$ cat src/rtl/pipe_stage_chain.sv
`default_nettype none
// ============================================================================
// Module      : pipe_stage_chain
// Description : DEPTH-stage elastic pipeline with a combinational ready
//               chain, per-stage flush, global enable and occupancy count.
// Revision    : 1.0 - initial release
// ============================================================================
module pipe_stage_chain #(
    parameter int DATA_W = 64,
    parameter int DEPTH  = 4
) (
    input  logic                         clk,
    input  logic                         arst,
    input  logic                         enable,
    input  logic                         in_valid,
    input  logic [DATA_W-1:0]            in_data,
    output logic                         in_ready,
    output logic                         out_valid,
    output logic [DATA_W-1:0]            out_data,
    input  logic                         out_ready,
    input  logic [DEPTH-1:0]             flush,
    output logic [$clog2(DEPTH+1)-1:0]   occupancy
);

    localparam int c_OCC_W = $clog2(DEPTH + 1);

    logic [DEPTH-1:0]  r_v;
    logic [DATA_W-1:0] r_d [DEPTH];

    logic [DEPTH:0]    w_rdy;
    logic [DEPTH-1:0]  w_v_in;
    logic [DATA_W-1:0] w_d_in [DEPTH];
    logic [c_OCC_W-1:0] w_cnt;

    // rdy[i] = !v[i] | rdy[i+1] unrolled: a stage can advance when any
    // stage at or after it is empty, or the consumer is taking the tail.
    assign w_rdy[DEPTH] = out_ready;
    for (genvar gi = 0; gi < DEPTH; gi++) begin : g_rdy
        assign w_rdy[gi] = out_ready | ~(&r_v[DEPTH-1:gi]);
    end

    // Incoming payload per stage; a payload flushed while leaving its
    // stage arrives invalid at its destination.
    always_comb begin
        w_v_in[0] = in_valid;
        w_d_in[0] = in_data;
        for (int i = 1; i < DEPTH; i++) begin
            w_v_in[i] = r_v[i-1] & ~flush[i-1];
            w_d_in[i] = r_d[i-1];
        end
    end

    always_ff @(posedge clk or posedge arst) begin
        if (arst) begin
            r_v <= '0;
            for (int i = 0; i < DEPTH; i++) begin
                r_d[i] <= '0;
            end
        end else if (enable) begin
            for (int i = 0; i < DEPTH; i++) begin
                if (w_rdy[i]) begin
                    r_v[i] <= w_v_in[i];
                    if (w_v_in[i]) begin
                        r_d[i] <= w_d_in[i];
                    end
                end else begin
                    r_v[i] <= r_v[i] & ~flush[i];
                end
            end
        end
    end

    always_comb begin
        w_cnt = '0;
        for (int i = 0; i < DEPTH; i++) begin
            w_cnt = w_cnt + c_OCC_W'(r_v[i]);
        end
    end

    // in_ready is gated by arst so nothing looks acceptable during reset.
    assign in_ready  = w_rdy[0] & enable & ~arst;
    assign out_valid = r_v[DEPTH-1] & enable & ~flush[DEPTH-1];
    assign out_data  = r_d[DEPTH-1];
    assign occupancy = w_cnt;

endmodule
`default_nettype wire
$ cat config.mk
export PLATFORM = sky130hd
export DESIGN_NAME = pipe_stage_chain
export DESIGN_NICKNAME = d
export VERILOG_FILES = /design/src/rtl/pipe_stage_chain.sv
export SDC_FILE = /design/constraint.sdc
export NUM_CORES = 1
export LEC_CHECK = 0
export CELL_PAD_IN_SITES_DETAIL_PLACEMENT = 1
export CELL_PAD_IN_SITES_GLOBAL_PLACEMENT = 1
export CORE_ASPECT_RATIO = 1.4
export CORE_MARGIN = 2
export CORE_UTILIZATION = 47
export CTS_BUF_LIST = sky130_fd_sc_hd__clkbuf_4 sky130_fd_sc_hd__clkbuf_8 sky130_fd_sc_hd__clkbuf_16
export DETAILED_ROUTE_END_ITERATION = 8
export GPL_ROUTABILITY_DRIVEN = 0
export HOLD_SLACK_MARGIN = 0.03
export PLACE_DENSITY_LB_ADDON = 0.1
export SLEW_MARGIN = 15
export SYNTH_ARGS = -nofsm -noshare
export SYNTH_HDL_FRONTEND = slang
export SYNTH_SLANG_ARGS = --single-unit
$ cat constraint.sdc
create_clock -name clk -period 10.7 [get_ports clk]
set_input_delay 1.07 -clock clk [delete_from_list [all_inputs] [get_ports clk]]
set_output_delay 1.07 -clock clk [all_outputs]
set_load 0.1 [all_outputs]
==> results of run 1 <==
-- state kept, by name, summed over array words and instances, names as in the netlist --
register and flops:
r_v 4, out_data 64, r_d 192
-- cell type report --
| class | instances | area, sq um | share of cell area, % |
|---|---|---|---|
| flip-flops and latches | 260 | 6510 | 50.0 |
| multi-input cells | 282 | 3710 | 28.5 |
| repair buffers | 149 | 1470 | 11.3 |
| clock buffers | 38 | 790 | 6.07 |
| well taps | 306 | 383 | 2.94 |
| clock inverters | 9 | 125 | 0.961 |
| inverters | 6 | 30.0 | 0.231 |
-- worst reg2reg max path: stages, from the launching register on --
cell      delay, ps
dfrtp_1         460
ha_1            230
nand4b_1        150
and3_4          500
buf_4           770
mux2_2          440
-- metal layers --
layer	share of wire, %	wire, um	GRT usage [%]
met1	42	8760	21.5
met4	1.4	299	4.38
met5	0	0	0
met2	52	11000	31.5
met3	4.3	899	3.06
-- cell usage in the layout, fill, tap and decap left out --
cell	instances
dfrtp_1	260
mux2_4	158
clkdlybuf4s50_1	141
mux2_2	98
clkbuf_16	27
buf_4	8
clkbuf_4	6
inv_1	5
clkbuf_8	5
clkinv_2	4
nand2_1	3
o21ai_0	3
a21o_1	3
ha_1	3
bufinv_16	3
and3b_4	2
nor2_1	2
clkinvlp_4	2
nor3_4	1
mux2i_1	1
a21oi_1	1
a21boi_4	1
nand2b_1	1
nand4b_1	1
and3_4	1
inv_8	1
and3_1	1
and4b_4	1
fa_1	1
-- report_power, final --
| part | internal, mW | switching (mW) |
|---|---|---|
| sequential | 1.26 | 0.163 |
| clock | 0.584 | 0.369 |
| combinational | 0.420 | 0.509 |
-- worst max-delay path by stage --
stage | from | to | cells after the start
4_1_cts | arst | in_ready | 4
5_1_grt | arst | in_ready | 4
3_5_place_dp | arst | in_ready | 4
3_3_place_gp | arst | in_ready | 4
2_1_floorplan | arst | in_ready | 2
6_report | arst | in_ready | 4
-- stage by stage --
step           instances  instance area (sq um)
2_1_floorplan        641                  11100
3_3_place_gp        1003                  12100
3_5_place_dp        1003                  12100
4_1_cts             1050                  13000
5_1_grt             1050                  13000
6_report            1050                  13000
-- logic make-up after synthesis --
group / count (synthesis) / share of synthesized area [%]
AO/OA/AOI/OAI: 8 / 0.550
adder cells (fa/ha/maj): 4 / 0.516
buffers and inverters: 99 / 8.43
flip-flops: 260 / 58.4
multiplexers: 257 / 31.3
AND/OR/NAND/NOR: 13 / 0.864
==> results.yml, run 1 <==
worst_setup_path:
  critPathRequiredTime_ps: 9630
  rr_startpoint: "r_v[1]"
  crit_top_cell: "clkdlybuf4s50_1"
  r2r-end: "r_d[253]"
  path_max_fanout: 111
  slowest_delay_ps: 1140
  crit_path_end_kind: "primary output"
  cp_num_buf_inv: 3
  ff2ff_setup_slack_ps: 8040
  cp.arrival_ps: 3600
  r2r_cells: 5
  path_class: "primary input to primary output"
  slowest_stage: "clkdlybuf4s50_1"
  cp-start-kind: "primary input"
  path_delay_family: "buffers and inverters"
  path_cells: "clkdlybuf4s50_1, inv_8, and3_1, clkdlybuf4s50_1"
floorplanning:
  num_rows: 66
  fp.dieH_um: 186
  coreArea_sq_um: 23300
  io_pins: 142
  die_w_um: 134
  start_util_pct: 47.9
  dieArea_sq_um: 25000
job:
  drv_cap: 0
logic_synthesis:
  yosys_warnings: 0
  synth_most_common_cell: "dfrtp_1"
  synthDistinctLibCells: 25
  syn_nets: 718
  synthesis.area_sq_um: 11100
  ys_ff_latch: 260
  synthCells: 641
  synth_area_leaders: "dfrtp_1 58%, mux2_4 21%, mux2_2 9.9%"
  ys_seq_area_share_pct: 58.4
  synth_common_cells: "260 x dfrtp_1, 158 x mux2_4, 98 x mux2_2"
  synth_area_per_cell_sq_um: 17.4
  synthArstFlopShare_pct: 100
  synth_top_area_share_pct: 58.4
  ys.flop_type: "dfrtp_1"
  synth_edf_count: 0
  synth_area_leader_cell: "dfrtp_1"
clock_network:
  cts_buffers: 26
  clkLatencyLatePin_ps: 520
  htreeDepth: 1
  cts_hold_buf: 0
  cts_sinks: 260
  clockBufferDepth: 3
  cts_resized: 0
  clk_pin_slew_ps: 60
  cts_tree: "built"
  clockRootBuffer: "clkbuf_16"
  cts_setup_buffers: 0
final_layout:
  nets: 802
  fill_cells: 2135
  syn2layout_area_growth_pct: 16.8
  antenna_cells: 0
  fin_util_pct: 55.9
  drive_gt1_share_pct: 42.7
global_route:
  grt_util_all_layers_pct: 17.3
  grt_max_degree: 112
  grt-ovfl-total: 0
  grt_pass1_wl_um: 34000
  antenna_found_initial: 1
  grt_pass1_vias: 6115
min_path:
  hp-class: "flop to flop"
  whs_endpoint: "r_d[183]"
  worstHoldPathCells: 1
  hold_start: "r_d[247]"
drt:
  first_pass_iters: 4
  viasPerCell: 4.98
  drt_iter0_markers: 138
  drtAntennaViolNets: 0
  post-route-drc-count: 0
  wl_um: 20900
  wl_per_cell_um: 19.9
  dr_total_vias: 5226
power:
  powerDensity_nw_per_um2: 254
  ir_drop_uv: 133
  p_leak_nw: 5.98
  p_total_mw: 3.30
outcome:
  status: "finished, final reports clean"
timing:
  slew_violations: 0
  final.setup.worst_slack_ps: 6030
  hold_viol: 0
  finClkSkew_ps: 11.6
  holdWs_ps: 502
  slew-limit-headroom_pct: 28.5
  rsz0062_at_grt: "false"
  finalSetupViolCount: 0
  min_period_ps: 4670
  tns_ps: 0
  tightestPinTransition_ps: 1070
  fmax_mhz: 214
  period_share_pct: 43.6
place:
  hpwlAfterDp_um: 12900
  dp_slack_ps: 5980
  port_buffers: 141
Note: power is estimated with default switching activity, not from simulation.
==> run 2: changes to the inputs <==
--- a/config.mk
+++ b/config.mk
@@ -9,7 +9,7 @@
 export CELL_PAD_IN_SITES_GLOBAL_PLACEMENT = 1
 export CORE_ASPECT_RATIO = 1.4
 export CORE_MARGIN = 2
-export CORE_UTILIZATION = 47
+export CORE_UTILIZATION = 43
 export CTS_BUF_LIST = sky130_fd_sc_hd__clkbuf_4 sky130_fd_sc_hd__clkbuf_8 sky130_fd_sc_hd__clkbuf_16
 export DETAILED_ROUTE_END_ITERATION = 8
 export GPL_ROUTABILITY_DRIVEN = 0
==> constraint.sdc (replaced) <==
create_clock -name clk -period 4.1 [get_ports clk]
set_input_delay 0.41 -clock clk [delete_from_list [all_inputs] [get_ports clk]]
set_output_delay 0.41 -clock clk [all_outputs]
set_load 0.1 [all_outputs]
==> results.yml, run 2 (synthesis gave the netlist of run 1 again) <==
outcome:
  status: "finished, violations left"
  failed_checks: "design-rule violations"
global_route:
  grt_util_all_layers_pct: 16.2
  grt_pass1_vias: 6263
  antenna_found_initial: 1
  grt_pass1_wl_um: 35400
  grt-ovfl-total: 0
  grt_max_degree: 149
worst_setup_path:
  cp_num_buf_inv: 3
  slowest_stage: "fa_1"
  cp.arrival_ps: 2410
  crit_path_end_kind: "primary output"
  path_delay_family: "adder cells"
  path_class: "flop to primary output"
  critPathRequiredTime_ps: 3690
  slowest_delay_ps: 520
  cp-start-kind: "flop"
  ff2ff_setup_slack_ps: 1720
  path_cells: "inv_1, fa_1, inv_1, ha_1, ha_1, buf_4"
  path_max_fanout: 6
timing:
  rsz0062_at_grt: "false"
  min_period_ps: 2820
  tns_ps: 0
  finalSetupViolCount: 0
  finClkSkew_ps: 11.9
  holdWs_ps: 496
  final.setup.worst_slack_ps: 1280
  period_share_pct: 68.9
  slew-limit-headroom_pct: 30.8
  hold_viol: 0
  tightestPinTransition_ps: 1030
  fmax_mhz: 354
  slew_violations: 0
final_layout:
  syn2layout_area_growth_pct: 17.4
  fin_util_pct: 51.4
  nets: 805
  final_cells: 1067
  largest-register: "r_d"
  fill_cells: 2367
  largest_register_ffs: 192
  final_cell_mix: "260 x dfrtp_1, 158 x mux2_4, 137 x clkdlybuf4s50_1"
  stdcell_area_sq_um: 13100
  drive_gt1_share_pct: 43.6
  final_common_cell: "dfrtp_1"
floorplanning:
  io_pins: 142
  die_w_um: 140
  fp.dieH_um: 195
  dieArea_sq_um: 27200
  num_rows: 69
  coreArea_sq_um: 25500
  start_util_pct: 43.8
clock_network:
  htreeDepth: 1
  cts_buffers: 27
  clockBufferDepth: 3
  cts_resized: 0
  cts_sinks: 260
  cts_setup_buffers: 0
  cts_hold_buf: 0
  clockRootBuffer: "clkbuf_16"
  cts_tree: "built"
  clk_pin_slew_ps: 60
  clkLatencyLatePin_ps: 520
drt:
  viasPerCell: 5.03
  drt_iter0_markers: 226
  wl_um: 21300
  wl_per_cell_um: 19.9
  first_pass_iters: 8
  drtAntennaViolNets: 0
  post-route-drc-count: 7
  dr_total_vias: 5364
place:
  dpl_cell_area_sq_um: 12200
  placed_cells: 1018
  dp_slack_ps: 1310
  hpwlAfterDp_um: 13100
  port_buffers: 141
power:
  p_leak_nw: 6.02
  powerDensity_nw_per_um2: 658
  ir_drop_uv: 314
  p_total_mw: 8.61
min_path:
  hp-class: "primary input to flop"
job:
  drv_cap: 0
==> run 2: area by class of cell <==
class	count	area, sq um	share of cell area [%]
sequential	260	6510	49.7
antenna	1	2.50	0.0191
timing repair buffer	151	1530	11.7
clock inverter	8	93.8	0.717
clock buffer	40	823	6.29
tap	319	399	3.05
multi-input combinational	282	3710	28.4
inverter	6	26.3	0.201
==> run 2: final timing paths <==
| path | from | endpoint | cells past startpoint |
|---|---|---|---|
| worst max-delay path | r_v[1] | occupancy[1] | 6 |
| worst min-delay path | in_data[18] | r_d[210] | 2 |
| worst max register to register | r_v[1] | r_d[253] | 5 |
| worst min register to register | r_d[79] | r_d[79] | 1 |
| max in group asynchronous | arst | out_data[13] | 3 |
| min in group asynchronous | arst | r_d[156] | 3 |
==> run 2: power breakdown <==
part	internal, mW	total, mW	switching [mW]
logic	1.10	2.42	1.33
clock network	1.51	2.48	0.975
registers	3.29	3.70	0.416
total	5.89	8.61	2.72
==> run 2: routing by layer <==
layer | vias to the layer above | global-route usage (%) | share of wire [%]
li1 | 2317 | - | -
met1 | 2891 | 20.7 | 42
met2 | 118 | 27.8 | 51
met3 | 38 | 3.55 | 5.4
met4 | 0 | 4.45 | 2.4
met5 | - | 0 | 0
==> run 3: changes to the inputs <==
--- a/config.mk
+++ b/config.mk
@@ -9,7 +9,7 @@
 export CELL_PAD_IN_SITES_GLOBAL_PLACEMENT = 1
 export CORE_ASPECT_RATIO = 1.4
 export CORE_MARGIN = 2
-export CORE_UTILIZATION = 43
+export CORE_UTILIZATION = 47
 export CTS_BUF_LIST = sky130_fd_sc_hd__clkbuf_4 sky130_fd_sc_hd__clkbuf_8 sky130_fd_sc_hd__clkbuf_16
 export DETAILED_ROUTE_END_ITERATION = 8
 export GPL_ROUTABILITY_DRIVEN = 0
==> constraint.sdc (replaced) <==
create_clock -name clk -period 2.8 [get_ports clk]
set_input_delay 0.28 -clock clk [delete_from_list [all_inputs] [get_ports clk]]
set_output_delay 0.28 -clock clk [all_outputs]
set_load 0.1 [all_outputs]
==> results.yml, run 3 (synthesis gave the netlist of run 1 again) <==
final_layout:
  final_cell_mix: "260 x dfrtp_1, 158 x mux2_4, 98 x mux2_2"
  syn2layout_area_growth_pct: 17.3
  drive_gt1_share_pct: 52.5
  antenna_cells: 0
  fill_cells: 2169
  nets: 806
  final_common_cell: "dfrtp_1"
  largest-register: "r_d"
  largest_register_ffs: 192
timing:
  period_share_pct: 92.5
  fmax_mhz: 386
  min_period_ps: 2590
  finClkSkew_ps: 10.9
  tightestPinTransition_ps: 575
  slew_violations: 0
  hold_viol: 0
  holdWs_ps: 373
  finalSetupViolCount: 0
  slew-limit-headroom_pct: 61.7
  rsz0062_at_grt: "false"
worst_setup_path:
  slowest_delay_ps: 510
  r2r_cells: 5
  path_delay_family: "adder cells"
  endpoint: "occupancy[1]"
  cp_num_buf_inv: 3
  ff2ff_setup_slack_ps: 780
  path_max_fanout: 6
  crit_cells: 6
  path_class: "flop to primary output"
  slowest_stage: "fa_1"
  crit_path_end_kind: "primary output"
  cp.arrival_ps: 2310
  path_cells: "inv_1, fa_1, inv_1, ha_1, ha_1, buf_12"
  r2r-end: "r_d[243]"
  worstSetupStartpoint: "r_v[1]"
  rr_startpoint: "r_v[1]"
  critPathRequiredTime_ps: 2520
  cp-start-kind: "flop"
drt:
  wl_um: 20400
  drtAntennaViolNets: 0
  post-route-drc-count: 0
  first_pass_iters: 4
  viasPerCell: 4.98
  drt_iter0_markers: 118
  dr_total_vias: 5251
  wl_per_cell_um: 19.3
floorplanning:
  coreArea_sq_um: 23300
  num_rows: 66
  start_util_pct: 47.9
  fp.dieH_um: 186
  io_pins: 142
  die_w_um: 134
  dieArea_sq_um: 25000
power:
  pwr-share-comb_pct: 27.3
  p_int_mw: 8.80
  ir_drop_uv: 577
  pwr-share-clk_pct: 30.1
  seqPwrFrac_pct: 42.6
  p_total_mw: 12.8
  powerDensity_nw_per_um2: 976
  p_switching_mw: 3.96
  p_leak_nw: 6.20
  swShare_pct: 31.1
clock_network:
  cts_resized: 0
  cts_setup_buffers: 0
  cts_tree: "built"
  cts_buffers: 26
  cts_sinks: 260
  htreeDepth: 1
  clk_pin_slew_ps: 60
  cts_hold_buf: 0
  clockRootBuffer: "clkbuf_16"
  clkLatencyLatePin_ps: 520
  clockBufferDepth: 3
global_route:
  grt_pass1_wl_um: 33100
  grt-ovfl-total: 0
  grt_max_degree: 103
  grt_util_all_layers_pct: 16.8
  grt_pass1_vias: 6015
  antenna_found_initial: 0
outcome:
  status: "finished, final reports clean"
min_path:
  hp-class: "primary input to flop"
job:
  drv_cap: 0
place:
  port_buffers: 141
  hpwlAfterDp_um: 12800
[run 3: final cells by class]
type	instances	area, sq um	share of cell area (%)
Multi-Input combinational cell	282	3710	28.4
Clock inverter	7	138	1.05
Tap cell	306	383	2.93
Inverter	6	26.3	0.201
Sequential cell	260	6510	49.8
Clock buffer	41	843	6.45
Timing Repair Buffer	153	1470	11.2
[run 3: layer usage]
layer | vias to the layer above | part of all wire, % | track usage [%]
li1 | 2324 | - | -
met1 | 2793 | 43 | 22.0
met2 | 114 | 51 | 28.9
met3 | 20 | 5.0 | 3.50
met4 | 0 | 1.3 | 3.75
met5 | - | 0 | 0
[run 3: power by group through the flow]
stage,Clock [mW],Combinational [mW],Sequential [mW]
CTS,3.96,3.53,5.45
global placement,0,3.43,5.42
floorplan,0,3.22,5.25
global route,4.11,3.65,5.59
finish,3.84,3.48,5.44
detailed placement,0,3.51,5.50
[run 3: worst min-delay path by stage]
| stage | cells after the start | end | startpoint |
|---|---|---|---|
| 6_report | 2 | r_d[222] | in_data[30] |
| 2_1_floorplan | 1 | r_d[201] | in_data[9] |
| 3_5_place_dp | 1 | r_d[65] | r_d[65] |
| 5_1_grt | 2 | r_d[192] | in_data[0] |
| 4_1_cts | 2 | r_d[192] | in_data[0] |
| 3_3_place_gp | 1 | out_data[20] | r_d[84] |
[run 3: per-stage QoR]
| stage | TNS (ps) | std cells | utilization, % | setup slack (ps) | instance area [sq um] |
|---|---|---|---|---|---|
| after floorplan | -240030 | 641 | - | -2610 | 11200 |
| after global placement | 0 | 1007 | 51.9 | 628 | 12100 |
| after detailed placement | 0 | 1007 | 51.9 | 562 | 12100 |
| after CTS | 0 | 1055 | 56.1 | 174 | 13100 |
| after global routing | 0 | 1055 | 56.1 | 99.0 | 13100 |
| final | 0 | 1055 | 56.1 | 209 | 13100 |
